===== config.mk =====
export PLATFORM = sky130hd
export DESIGN_NAME = grf_write_arbiter_flat
export DESIGN_NICKNAME = d
export VERILOG_FILES = /design/src/rtl/grf_write_arbiter_pkg.sv /design/src/rtl/grf_write_arbiter_if.sv /design/src/rtl/grf_write_arbiter_wb_fifo.sv /design/src/rtl/grf_write_arbiter.sv /design/src/flat_wrapper.sv
export SDC_FILE = /design/constraint.sdc
export NUM_CORES = 1
export LEC_CHECK = 0
export CAP_MARGIN = 0
export CORE_MARGIN = 2
export CORE_UTILIZATION = 56
export DETAILED_ROUTE_END_ITERATION = 10
export PLACE_DENSITY = 0.91
export SLEW_MARGIN = 40
export SYNTH_ARGS = -nofsm -noshare
export SYNTH_HDL_FRONTEND = slang
export SYNTH_HIERARCHICAL = 1
export SYNTH_SLANG_ARGS = --single-unit

===== constraint.sdc =====
create_clock -name clk -period 10.72 [get_ports clk]
set_input_delay 3.216 -clock clk [delete_from_list [all_inputs] [get_ports clk]]
set_output_delay 3.216 -clock clk [all_outputs]
set_load 0.02 [all_outputs]

===== src/rtl/grf_write_arbiter_pkg.sv =====
// grf_write_arbiter_pkg: shared types and constants for the register-file write path (package grf_pkg)
package grf_pkg;
    localparam int DATA_W = 32;
    localparam logic [4:0] REG_ZERO = 5'd0;
    typedef struct packed {
        logic [4:0]        wa;
        logic [DATA_W-1:0] wd;
        logic [DATA_W-1:0] pc;
    } wb_req_t;
endpackage


===== src/rtl/grf_write_arbiter_if.sv =====
// grf_write_arbiter_if: pipeline/multi-cycle request, register-file write and forwarding query signals
interface grf_write_arbiter_if #(parameter int DEPTH = 4);
    import grf_pkg::*;
    localparam int CW = $clog2(DEPTH) + 1;
    logic              p_valid;
    logic [4:0]        p_wa;
    logic [DATA_W-1:0] p_wd;
    logic [DATA_W-1:0] p_pc;
    logic              m_valid;
    logic              m_ready;
    logic [4:0]        m_wa;
    logic [DATA_W-1:0] m_wd;
    logic [DATA_W-1:0] m_pc;
    logic              reg_write;
    logic [4:0]        wa;
    logic [DATA_W-1:0] wd;
    logic [DATA_W-1:0] wpc;
    logic [CW-1:0]     count;
    logic [4:0]        q_addr;
    logic              q_hit;
    logic [DATA_W-1:0] q_data;
    modport master (
        output p_valid, p_wa, p_wd, p_pc, m_valid, m_wa, m_wd, m_pc, q_addr,
        input  m_ready, reg_write, wa, wd, wpc, count, q_hit, q_data
    );
    modport slave (
        input  p_valid, p_wa, p_wd, p_pc, m_valid, m_wa, m_wd, m_pc, q_addr,
        output m_ready, reg_write, wa, wd, wpc, count, q_hit, q_data
    );
endinterface


===== src/rtl/grf_write_arbiter_wb_fifo.sv =====
// grf_wb_fifo: multi-cycle write buffer with occupancy count and youngest-match forwarding compare
module grf_wb_fifo
    import grf_pkg::*;
#(
    parameter int DEPTH = 4,
    localparam int PW = $clog2(DEPTH),
    localparam int CW = PW + 1
) (
    input  logic              clk,
    input  logic              reset,
    input  logic              push,
    input  wb_req_t           push_data,
    input  logic              pop,
    output wb_req_t           head,
    output logic [CW-1:0]     count,
    output logic              full,
    output logic              empty,
    input  logic [4:0]        q_addr,
    output logic              q_hit,
    output logic [DATA_W-1:0] q_data
);
    wb_req_t       mem_q [DEPTH];
    wb_req_t       mem_d [DEPTH];
    logic [PW-1:0] wr_ptr_q, wr_ptr_d, rd_ptr_q, rd_ptr_d, idx;
    logic [CW-1:0] count_q, count_d;
    logic          do_push, do_pop;

    assign full    = count_q == CW'(DEPTH);
    assign empty   = count_q == '0;
    assign do_push = push && !full;
    assign do_pop  = pop && !empty;
    assign head    = mem_q[rd_ptr_q];
    assign count   = count_q;

    // Next storage, pointer and occupancy state; full/empty come from the count alone
    always_comb begin
        mem_d = mem_q;
        if (do_push) mem_d[wr_ptr_q] = push_data;
        wr_ptr_d = wr_ptr_q + PW'(do_push);
        rd_ptr_d = rd_ptr_q + PW'(do_pop);
        count_d  = count_q + CW'(do_push) - CW'(do_pop);
    end

    // Pointers and count reset; a push during reset is dropped
    always_ff @(posedge clk) begin
        if (reset) begin
            wr_ptr_q <= '0;
            rd_ptr_q <= '0;
            count_q  <= '0;
        end else begin
            wr_ptr_q <= wr_ptr_d;
            rd_ptr_q <= rd_ptr_d;
            count_q  <= count_d;
        end
    end

    // Entry storage needs no reset: only slots covered by count are ever read
    always_ff @(posedge clk) begin
        mem_q <= mem_d;
    end

    // Scan valid entries oldest to youngest so the last match (closest to tail) wins
    always_comb begin
        q_hit  = 1'b0;
        q_data = '0;
        idx    = rd_ptr_q;
        for (int k = 0; k < DEPTH; k++) begin
            idx = rd_ptr_q + PW'(k);
            if (CW'(k) < count_q && q_addr != REG_ZERO && mem_q[idx].wa == q_addr) begin
                q_hit  = 1'b1;
                q_data = mem_q[idx].wd;
            end
        end
    end
endmodule


===== src/rtl/grf_write_arbiter.sv =====
// grf_write_arbiter: merges pipeline and buffered multi-cycle writes onto one register-file write port (trace: GRF_WRITE_TRACE_EN)
module grf_write_arbiter
    import grf_pkg::*;
#(
    parameter int DEPTH = 4
) (
    input logic               clk,
    input logic               reset,
    grf_write_arbiter_if.slave bus
);
    wb_req_t           m_req, head;
    logic              full, empty;
    logic              reg_write_q, reg_write_d;
    logic [4:0]        wa_q, wa_d;
    logic [DATA_W-1:0] wd_q, wd_d, wpc_q, wpc_d;

    assign m_req = '{wa: bus.m_wa, wd: bus.m_wd, pc: bus.m_pc};

    grf_wb_fifo #(.DEPTH(DEPTH)) u_fifo (
        .clk       (clk),
        .reset     (reset),
        .push      (bus.m_valid),
        .push_data (m_req),
        .pop       (!bus.p_valid),
        .head      (head),
        .count     (bus.count),
        .full      (full),
        .empty     (empty),
        .q_addr    (bus.q_addr),
        .q_hit     (bus.q_hit),
        .q_data    (bus.q_data)
    );

    assign bus.m_ready   = !full;
    assign bus.reg_write = reg_write_q;
    assign bus.wa        = wa_q;
    assign bus.wd        = wd_q;
    assign bus.wpc       = wpc_q;

    // Pipeline owns the slot; otherwise drain the FIFO head; otherwise idle and hold address/data
    always_comb begin
        reg_write_d = bus.p_valid || !empty;
        wa_d        = bus.p_valid ? bus.p_wa : !empty ? head.wa : wa_q;
        wd_d        = bus.p_valid ? bus.p_wd : !empty ? head.wd : wd_q;
        wpc_d       = bus.p_valid ? bus.p_pc : !empty ? head.pc : wpc_q;
    end

    // Registered write port
    always_ff @(posedge clk) begin
        if (reset) begin
            reg_write_q <= 1'b0;
            wa_q        <= '0;
            wd_q        <= '0;
            wpc_q       <= '0;
        end else begin
            reg_write_q <= reg_write_d;
            wa_q        <= wa_d;
            wd_q        <= wd_d;
            wpc_q       <= wpc_d;
        end
    end

`ifdef GRF_WRITE_TRACE_EN
    // Commit log, register 0 included so it lines up with the register file's own log
    always_ff @(posedge clk) begin
        if (reg_write_q) $display("@%h: $%d <= %h", wpc_q, wa_q, wd_q);
    end
`endif
endmodule


===== src/flat_wrapper.sv =====
// flat-port wrapper written by rule: the top's interface ports become plain ports
module grf_write_arbiter_flat import grf_pkg::*;
#(
    parameter int DEPTH = 4
)
  (clk, reset, bus_p_valid, bus_p_wa, bus_p_wd, bus_p_pc, bus_m_valid, bus_m_wa, bus_m_wd, bus_m_pc, bus_q_addr, bus_m_ready, bus_reg_write, bus_wa, bus_wd, bus_wpc, bus_count, bus_q_hit, bus_q_data);
  grf_write_arbiter_if #(.DEPTH(DEPTH)) bus_i ();
  input logic clk;
  input logic reset;
  input wire logic [$bits(bus_i.p_valid)-1:0] bus_p_valid;
  input wire logic [$bits(bus_i.p_wa)-1:0] bus_p_wa;
  input wire logic [$bits(bus_i.p_wd)-1:0] bus_p_wd;
  input wire logic [$bits(bus_i.p_pc)-1:0] bus_p_pc;
  input wire logic [$bits(bus_i.m_valid)-1:0] bus_m_valid;
  input wire logic [$bits(bus_i.m_wa)-1:0] bus_m_wa;
  input wire logic [$bits(bus_i.m_wd)-1:0] bus_m_wd;
  input wire logic [$bits(bus_i.m_pc)-1:0] bus_m_pc;
  input wire logic [$bits(bus_i.q_addr)-1:0] bus_q_addr;
  output wire logic [$bits(bus_i.m_ready)-1:0] bus_m_ready;
  output wire logic [$bits(bus_i.reg_write)-1:0] bus_reg_write;
  output wire logic [$bits(bus_i.wa)-1:0] bus_wa;
  output wire logic [$bits(bus_i.wd)-1:0] bus_wd;
  output wire logic [$bits(bus_i.wpc)-1:0] bus_wpc;
  output wire logic [$bits(bus_i.count)-1:0] bus_count;
  output wire logic [$bits(bus_i.q_hit)-1:0] bus_q_hit;
  output wire logic [$bits(bus_i.q_data)-1:0] bus_q_data;
  assign bus_i.p_valid = bus_p_valid;
  assign bus_i.p_wa = bus_p_wa;
  assign bus_i.p_wd = bus_p_wd;
  assign bus_i.p_pc = bus_p_pc;
  assign bus_i.m_valid = bus_m_valid;
  assign bus_i.m_wa = bus_m_wa;
  assign bus_i.m_wd = bus_m_wd;
  assign bus_i.m_pc = bus_m_pc;
  assign bus_i.q_addr = bus_q_addr;
  assign bus_m_ready = bus_i.m_ready;
  assign bus_reg_write = bus_i.reg_write;
  assign bus_wa = bus_i.wa;
  assign bus_wd = bus_i.wd;
  assign bus_wpc = bus_i.wpc;
  assign bus_count = bus_i.count;
  assign bus_q_hit = bus_i.q_hit;
  assign bus_q_data = bus_i.q_data;
  grf_write_arbiter #(.DEPTH(DEPTH)) u_core (.clk(clk), .reset(reset), .bus(bus_i));
endmodule

# Word level (Yosys, flattened, before mapping)
# Cells that the tools add are included.
[totals] out_inout_bits=107 in_bits=147 reg_bits=353
[classes] n_bitwise=5 mux=29 n_addsub=7 magnitude_cmp=10 n_reduce_logical=17 n_eq_ne=6
[op_table] operator="69-bit 2-to-1 mux" n=9
[op_table] operator="69-bit binary-select mux with 2-bit select" n=4
[op_table] operator="276-bit bitwise mux" n=1
[op_table] operator="32-bit 2-to-1 mux" n=8
[op_table] operator="69-bit demux with 2-bit select" n=1
[op_table] operator="5-bit equality test" n=4
[op_table] operator="3-bit greater-or-equal comparator (second input constant)" n=5
[op_table] operator="2-bit inverter with 3-bit output" n=5
[op_table] operator="1-bit logical AND" n=11
[op_table] operator="5-bit 2-to-1 mux" n=2
[op_table] operator="1-bit by 3-bit less-than comparator with 1-bit output (first input constant)" n=2
[op_table] operator="2-bit by 3-bit less-than comparator with 1-bit output (first input constant)" n=2
[op_table] operator="5-bit nonzero test" n=1
[op_table] operator="2-bit by 1-bit adder with 2-bit output" n=2
[op_table] operator="2-bit adder (second input constant)" n=2
[op_table] operator="1-bit 2-to-1 mux" n=4
[op_table] operator="3-bit by 1-bit adder with 3-bit output" n=1
[op_table] operator="3-bit equality test (second input constant)" n=1
[op_table] operator="1-bit logical NOT" n=3
[op_table] operator="3-bit logical NOT" n=1
[op_table] operator="3-bit by 1-bit less-than comparator with 1-bit output (second input constant)" n=1
[op_table] operator="3-bit by 1-bit subtractor with 3-bit output" n=1
[op_table] operator="2-bit by 1-bit adder with 2-bit output (second input constant)" n=1
[op_table] operator="2-bit != test (second input constant)" n=1
[op_table] operator="1-bit logical OR" n=1

# Logic depth before layout (Yosys ltp)
[logic_depth] depth_word=10 mapped_depth=11 ltp_nobuf=9

# Hierarchy
# The synthesis kept the hierarchy.
[by_module_without_submodules] mod="grf_wb_fifo" area_each_um2=14786.7 cells_per_inst=1010 n_inst=1
[by_module_without_submodules] mod="grf_write_arbiter" area_each_um2=3382.0 cells_per_inst=310 n_inst=1

# Worst setup path after synthesis
# Ideal clock, no wire load.
[synth_timing] path_kind="input port to output port" from="input bus_q_addr[1]" to="output bus_q_data[15]" n_path_buf=3 stages=8 arrival_time_ns=5.447 slack_ns=2.057 path_cell_list="clkbuf_1 -> or4_1 -> nor2_2 -> nor4_4 -> buf_6 -> buf_2 -> mux2_1 -> o32ai_1"
[synth_between] elab_chain_cells=7
[synth_rtl] item="start, declared" line_no="flat_wrapper.sv:18" text="input wire logic [$bits(bus_i.q_addr)-1:0] bus_q_addr;"
[synth_rtl] item="5-bit nonzero test" line_no="grf_write_arbiter_wb_fifo.sv:69" text="if (CW'(k) < count_q && q_addr != REG_ZERO && mem_q[idx].wa == q_addr) begin"
[synth_rtl] item="1-bit logical AND (2 in series)" line_no="grf_write_arbiter_wb_fifo.sv:69"
[synth_rtl] item="32-bit 2-to-1 mux (3 in series)" line_no="grf_write_arbiter_wb_fifo.sv:69"
[synth_rtl] item="32-bit 2-to-1 mux *" line_no="grf_write_arbiter_wb_fifo.sv:69"
[synth_rtl] item="end, declared" line_no="flat_wrapper.sv:26" text="output wire logic [$bits(bus_i.q_data)-1:0] bus_q_data;"
# Mark *: on every way between the ends. The rest lies on a longest branch, timed or not.

# Final worst setup path
[layout_timing] from="input bus_q_addr[2]" to="output bus_q_data[23]"
# Same word-level chain as after synthesis.

==> impl_summary.md <==
Outcome
The run finished with clean final reports.

Routing
The first detailed-routing pass took 5 iterations. For this run, design rule violations remaining after detail routing come to 0. Wires add up to 43800 µm.

Dividing the detail-routed wire length by the instance count gives 22.5 µm. The remaining number of nets flagged by the antenna check after routing is 0. The number of violations reported at the end of detailed-routing iteration 0 is 841. The via count is 12100.

In the routed layout, each cell is associated on average with a via count of 6.21.

Logic synthesis
The prevailing post-synth register cell is sky130_fd_sc_hd__edfxtp_1. The number of nets in the synthesized netlist is 1474. Summing every instance area after synthesis gives 18200 µm². In the synthesized netlist, the number of instances is 1320. The number of flops mapped to enable cells by yosys is 276. A synthesized cell averages 13.8 µm².

The sequential cell area fraction in the yosys report is 54.1%. In the synthesized netlist the async set-or-reset flop fraction comes to 0%. After synthesis, the netlist uses 44 different library cells. The yosys synthesis warning count is 6. In this run, synthesis produced a sequential element count of 353.

Min path
In this run the worst hold path is classified as flop to flop.

Layout
The finished cells cover 22100 µm². For this run, the post-layout net count is 1667. The share of layout cells above drive strength 1 is 17.8%.

The area growth from synthesis to final layout is 21.7%.

CTS
The number of hold-repair buffers added at the cts stage is 0. The clock tree from TritonCTS is yes. In this run the deepest clock path goes through 3 buffers. Clock-pin slew was measured on the worst setup and hold paths at 60 ps. Buffers added to address setup during post-CTS repair amount to 0. The TritonCTS buffer count is 38. The number of gates given a new drive strength after cts is 0. In this run the clock root is driven by a sky130_fd_sc_hd__clkbuf_16. The total clock sinks is 353. The H-tree was split into 2 levels. The clock network latency to the later pin of the worst-skew pair is 540 ps.

Worst setup path
The critical path goes through clkdlybuf4s50_1 -> or4_1 -> nor2_2 -> or3_2 -> or2_4 -> o211ai_4 -> buf_4 -> o32ai_1 -> clkdlybuf4s50_1. The largest single stage delay on the critical path is 680 ps. The kind of end point of the critical path is an output port. The worst path arrival time is 6930 ps. The kind of start point of the critical path is an input pin.

Counting stages on the worst path, the most repeated cell is sky130_fd_sc_hd__clkdlybuf4s50_1. The maximum net fanout on the critical path is 29. The critical path is of the input pin to output port type. At the worst endpoint, the required time is 7500 ps. The largest individual stage delay along the critical path comes from the cell sky130_fd_sc_hd__clkdlybuf4s50_1.

STA
The maximum clock frequency is 98.5 MHz. Setup violations remaining at the end of the flow were counted as 0. At the pin with the least slew margin, the transition time is 831 ps.

On the final layout, the worst clock skew is 17.5 ps. Setup repair after global routing left no endpoint under its margin. The smallest clock period supported by the final layout is computed as 10150 ps. Adding up every negative setup slack in the final design gives 0 ps. Measured against its own limit, the worst slew margin works out to 44.6%. The final-report max-slew violation count was 0. On the final layout, the worst hold slack is 560 ps. The final cycle utilization of the critical path is 94.7%. The hold violation count in the final report is 0.

Power
Dividing total power by cell area gives a power density of 230 nW/µm². VDD sags by at most 0.000163 V. The total power is 5090 µW. The cell leakage power is 0.00718 µW.

Global route
The largest net degree at the start of global routing is 130. The global route total overflow is 0. Across every metal layer, demand over resource in global routing totals 25.7%.

The number of antenna violations at the first check in global routing is 5. The number of global-route vias before repair is 12300. The wire length of the first global-routing pass is 67600 µm.

Job
The number of max-cap violations is 0.

Die
In this run the core area contains 65 standard-cell rows. The width of the die is 184 µm. The total core area is 31700 µm². For this configuration, the core starts out at a cell density of 57.3%.

The full die area is 33900 µm². The height of the die is 184 µm. The count of boundary I/O pins is 254.

Place
Buffers placed on the I/O ports in this run total 253. The placement-stage cell area is 20700 µm². The routability congestion estimate from global placement is 0.805. The half-perimeter wire length after placement is 27200 µm.
## layout by cell type, fill, tap and decap left out, types with 3 or more instances in the layout
| cell | netlist | layout |
|---|---|---|
| sky130_fd_sc_hd__clkbuf_1 | 58 | 9 |
| sky130_fd_sc_hd__and2_1 | 33 | 33 |
| sky130_fd_sc_hd__xor2_1 | 7 | 7 |
| sky130_fd_sc_hd__buf_12 | 0 | 4 |
| sky130_fd_sc_hd__clkinv_2 | 0 | 3 |
| sky130_fd_sc_hd__diode_2 | 0 | 3 |
| sky130_fd_sc_hd__clkbuf_16 | 0 | 40 |
| sky130_fd_sc_hd__dfxtp_1 | 77 | 75 |
| sky130_fd_sc_hd__edfxtp_1 | 276 | 276 |
| sky130_fd_sc_hd__a311oi_1 | 44 | 44 |
| sky130_fd_sc_hd__inv_1 | 8 | 7 |
| sky130_fd_sc_hd__nand4_1 | 4 | 4 |
| sky130_fd_sc_hd__clkdlybuf4s50_1 | 0 | 248 |
| sky130_fd_sc_hd__nor3_1 | 35 | 33 |
| sky130_fd_sc_hd__mux4_2 | 52 | 52 |
| sky130_fd_sc_hd__a211oi_1 | 56 | 56 |
| sky130_fd_sc_hd__a311oi_2 | 20 | 20 |
| sky130_fd_sc_hd__bufinv_16 | 0 | 6 |
| sky130_fd_sc_hd__nor2b_1 | 74 | 74 |
| sky130_fd_sc_hd__a21oi_1 | 33 | 33 |
| sky130_fd_sc_hd__clkinv_1 | 0 | 3 |
| sky130_fd_sc_hd__mux2_1 | 7 | 7 |
| sky130_fd_sc_hd__mux2i_1 | 164 | 164 |
| sky130_fd_sc_hd__nand2_1 | 66 | 66 |
| sky130_fd_sc_hd__ha_1 | 6 | 6 |
| sky130_fd_sc_hd__nor3b_1 | 32 | 32 |
| sky130_fd_sc_hd__a211oi_2 | 13 | 13 |
| sky130_fd_sc_hd__mux2_2 | 88 | 88 |
| sky130_fd_sc_hd__nor2_1 | 39 | 37 |
| sky130_fd_sc_hd__clkinv_4 | 0 | 3 |
| sky130_fd_sc_hd__o32ai_1 | 32 | 32 |
| sky130_fd_sc_hd__xnor2_1 | 16 | 16 |
| sky130_fd_sc_hd__buf_4 | 9 | 18 |
## final timing paths
kind / slack (ps) / cells after the start / endpoint / startpoint
worst max-delay path: 570 / 9 / bus_q_data[23] / bus_q_addr[2]
worst min-delay path: 560 / 2 / u_core/bus.wd[12]$_SDFFE_PP0P_ / u_core/bus.wd[12]$_SDFFE_PP0P_
worst max register to register: 7880 / 6 / u_core/bus.wd[7]$_SDFFE_PP0P_ / u_core/u_fifo/rd_ptr_q[1]$_SDFF_PP0_
worst min register to register: 560 / 2 / u_core/bus.wd[12]$_SDFFE_PP0P_ / u_core/bus.wd[12]$_SDFFE_PP0P_
## metal layers
| metal | GRT usage [%] | vias up | share of wire, % |
|---|---|---|---|
| li1 | - | 5551 | - |
| met5 | 0 | - | 0.10 |
| met3 | 6.68 | 89 | 8.3 |
| met2 | 44.1 | 491 | 50 |
| met1 | 31.8 | 5955 | 39 |
| met4 | 8.42 | 6 | 2.5 |
## worst max-delay path, delay by kind of cell
kind	cells	cell delay [ps]
simple gates	4	1400
buf+inv	3	1520
compound gates	2	740
## metrics by stage
stage / worst slack (ps) / std cells / utilization [%]
2_1_floorplan: 2060 / 1320 / -
3_3_place_gp: 735 / 1871 / 65.1
3_5_place_dp: 664 / 1874 / 65.3
4_1_cts: 615 / 1944 / 69.6
5_1_grt: 484 / 1946 / 69.7
6_report: 572 / 1948 / 69.7
## final cells by class
cell class	instances	area, µm²
multi-input cells	835	7570
fillers	2052	9600
well taps	402	503
inverters	9	41.3
repair buffers	276	2800
flip-flops and latches	353	9840
clock buffers	51	1060
diodes	3	7.51
clock inverters	19	299
## synthesized netlist by cell type, types with 4 or more instances
cell type,count,area (µm²)
sky130_fd_sc_hd__buf_6,23,259
sky130_fd_sc_hd__buf_4,9,67.6
sky130_fd_sc_hd__mux4_2,52,1170
sky130_fd_sc_hd__nor3_1,35,175
sky130_fd_sc_hd__a21oi_1,33,165
sky130_fd_sc_hd__inv_1,8,30.0
sky130_fd_sc_hd__and2_1,33,206
sky130_fd_sc_hd__a311oi_1,44,385
sky130_fd_sc_hd__a211oi_1,56,420
sky130_fd_sc_hd__mux2_1,7,78.8
sky130_fd_sc_hd__nand4_1,4,25.0
sky130_fd_sc_hd__nor2b_1,74,463
sky130_fd_sc_hd__buf_8,7,105
sky130_fd_sc_hd__dfxtp_1,77,1540
sky130_fd_sc_hd__a211oi_2,13,163
sky130_fd_sc_hd__mux2i_1,164,1640
sky130_fd_sc_hd__xnor2_1,16,140
sky130_fd_sc_hd__nor2_1,39,146
sky130_fd_sc_hd__nor3b_1,32,240
sky130_fd_sc_hd__a311oi_2,20,300
sky130_fd_sc_hd__edfxtp_1,276,8290
sky130_fd_sc_hd__buf_1,6,22.5
sky130_fd_sc_hd__nand2_1,66,248
sky130_fd_sc_hd__xor2_1,7,61.3
sky130_fd_sc_hd__mux2_2,88,991
sky130_fd_sc_hd__buf_2,20,100
sky130_fd_sc_hd__clkbuf_1,58,218
sky130_fd_sc_hd__o32ai_1,32,280
sky130_fd_sc_hd__ha_1,6,75.1
## registers in the layout, indices dropped and copies added, names as in the netlist
signal,flops
u_core/bus.wpc,32
u_core/u_fifo/mem_q,276
u_core/bus.wd,32
u_core/u_fifo/rd_ptr_q,2
u_core/u_fifo/wr_ptr_q,2
u_core/bus.wa,5
u_core/u_fifo/count,3
u_core/bus.reg_write,1
## power breakdown
| group | switching, µW | internal [µW] | leakage [µW] |
|---|---|---|---|
| clock network | 544 | 853 | 0.000657 |
| logic | 1050 | 877 | 0.00335 |
| registers | 104 | 1660 | 0.00317 |
## logic make-up (layout without fill, tap and decap cells)
logic type	count (synthesis)	in the layout	synth area share (%)
XOR/XNOR	23	23	1.11
adder cells (fa/ha/maj)	7	7	0.523
flip-flops	353	353	54.1
AO/OA/AOI/OAI	202	202	9.75
other	0	3	0
multiplexers	311	311	21.4
buffers and inverters	132	355	4.45
AND/OR/NAND/NOR	292	292	8.70
Note: power is estimated with default switching activity, not from simulation.
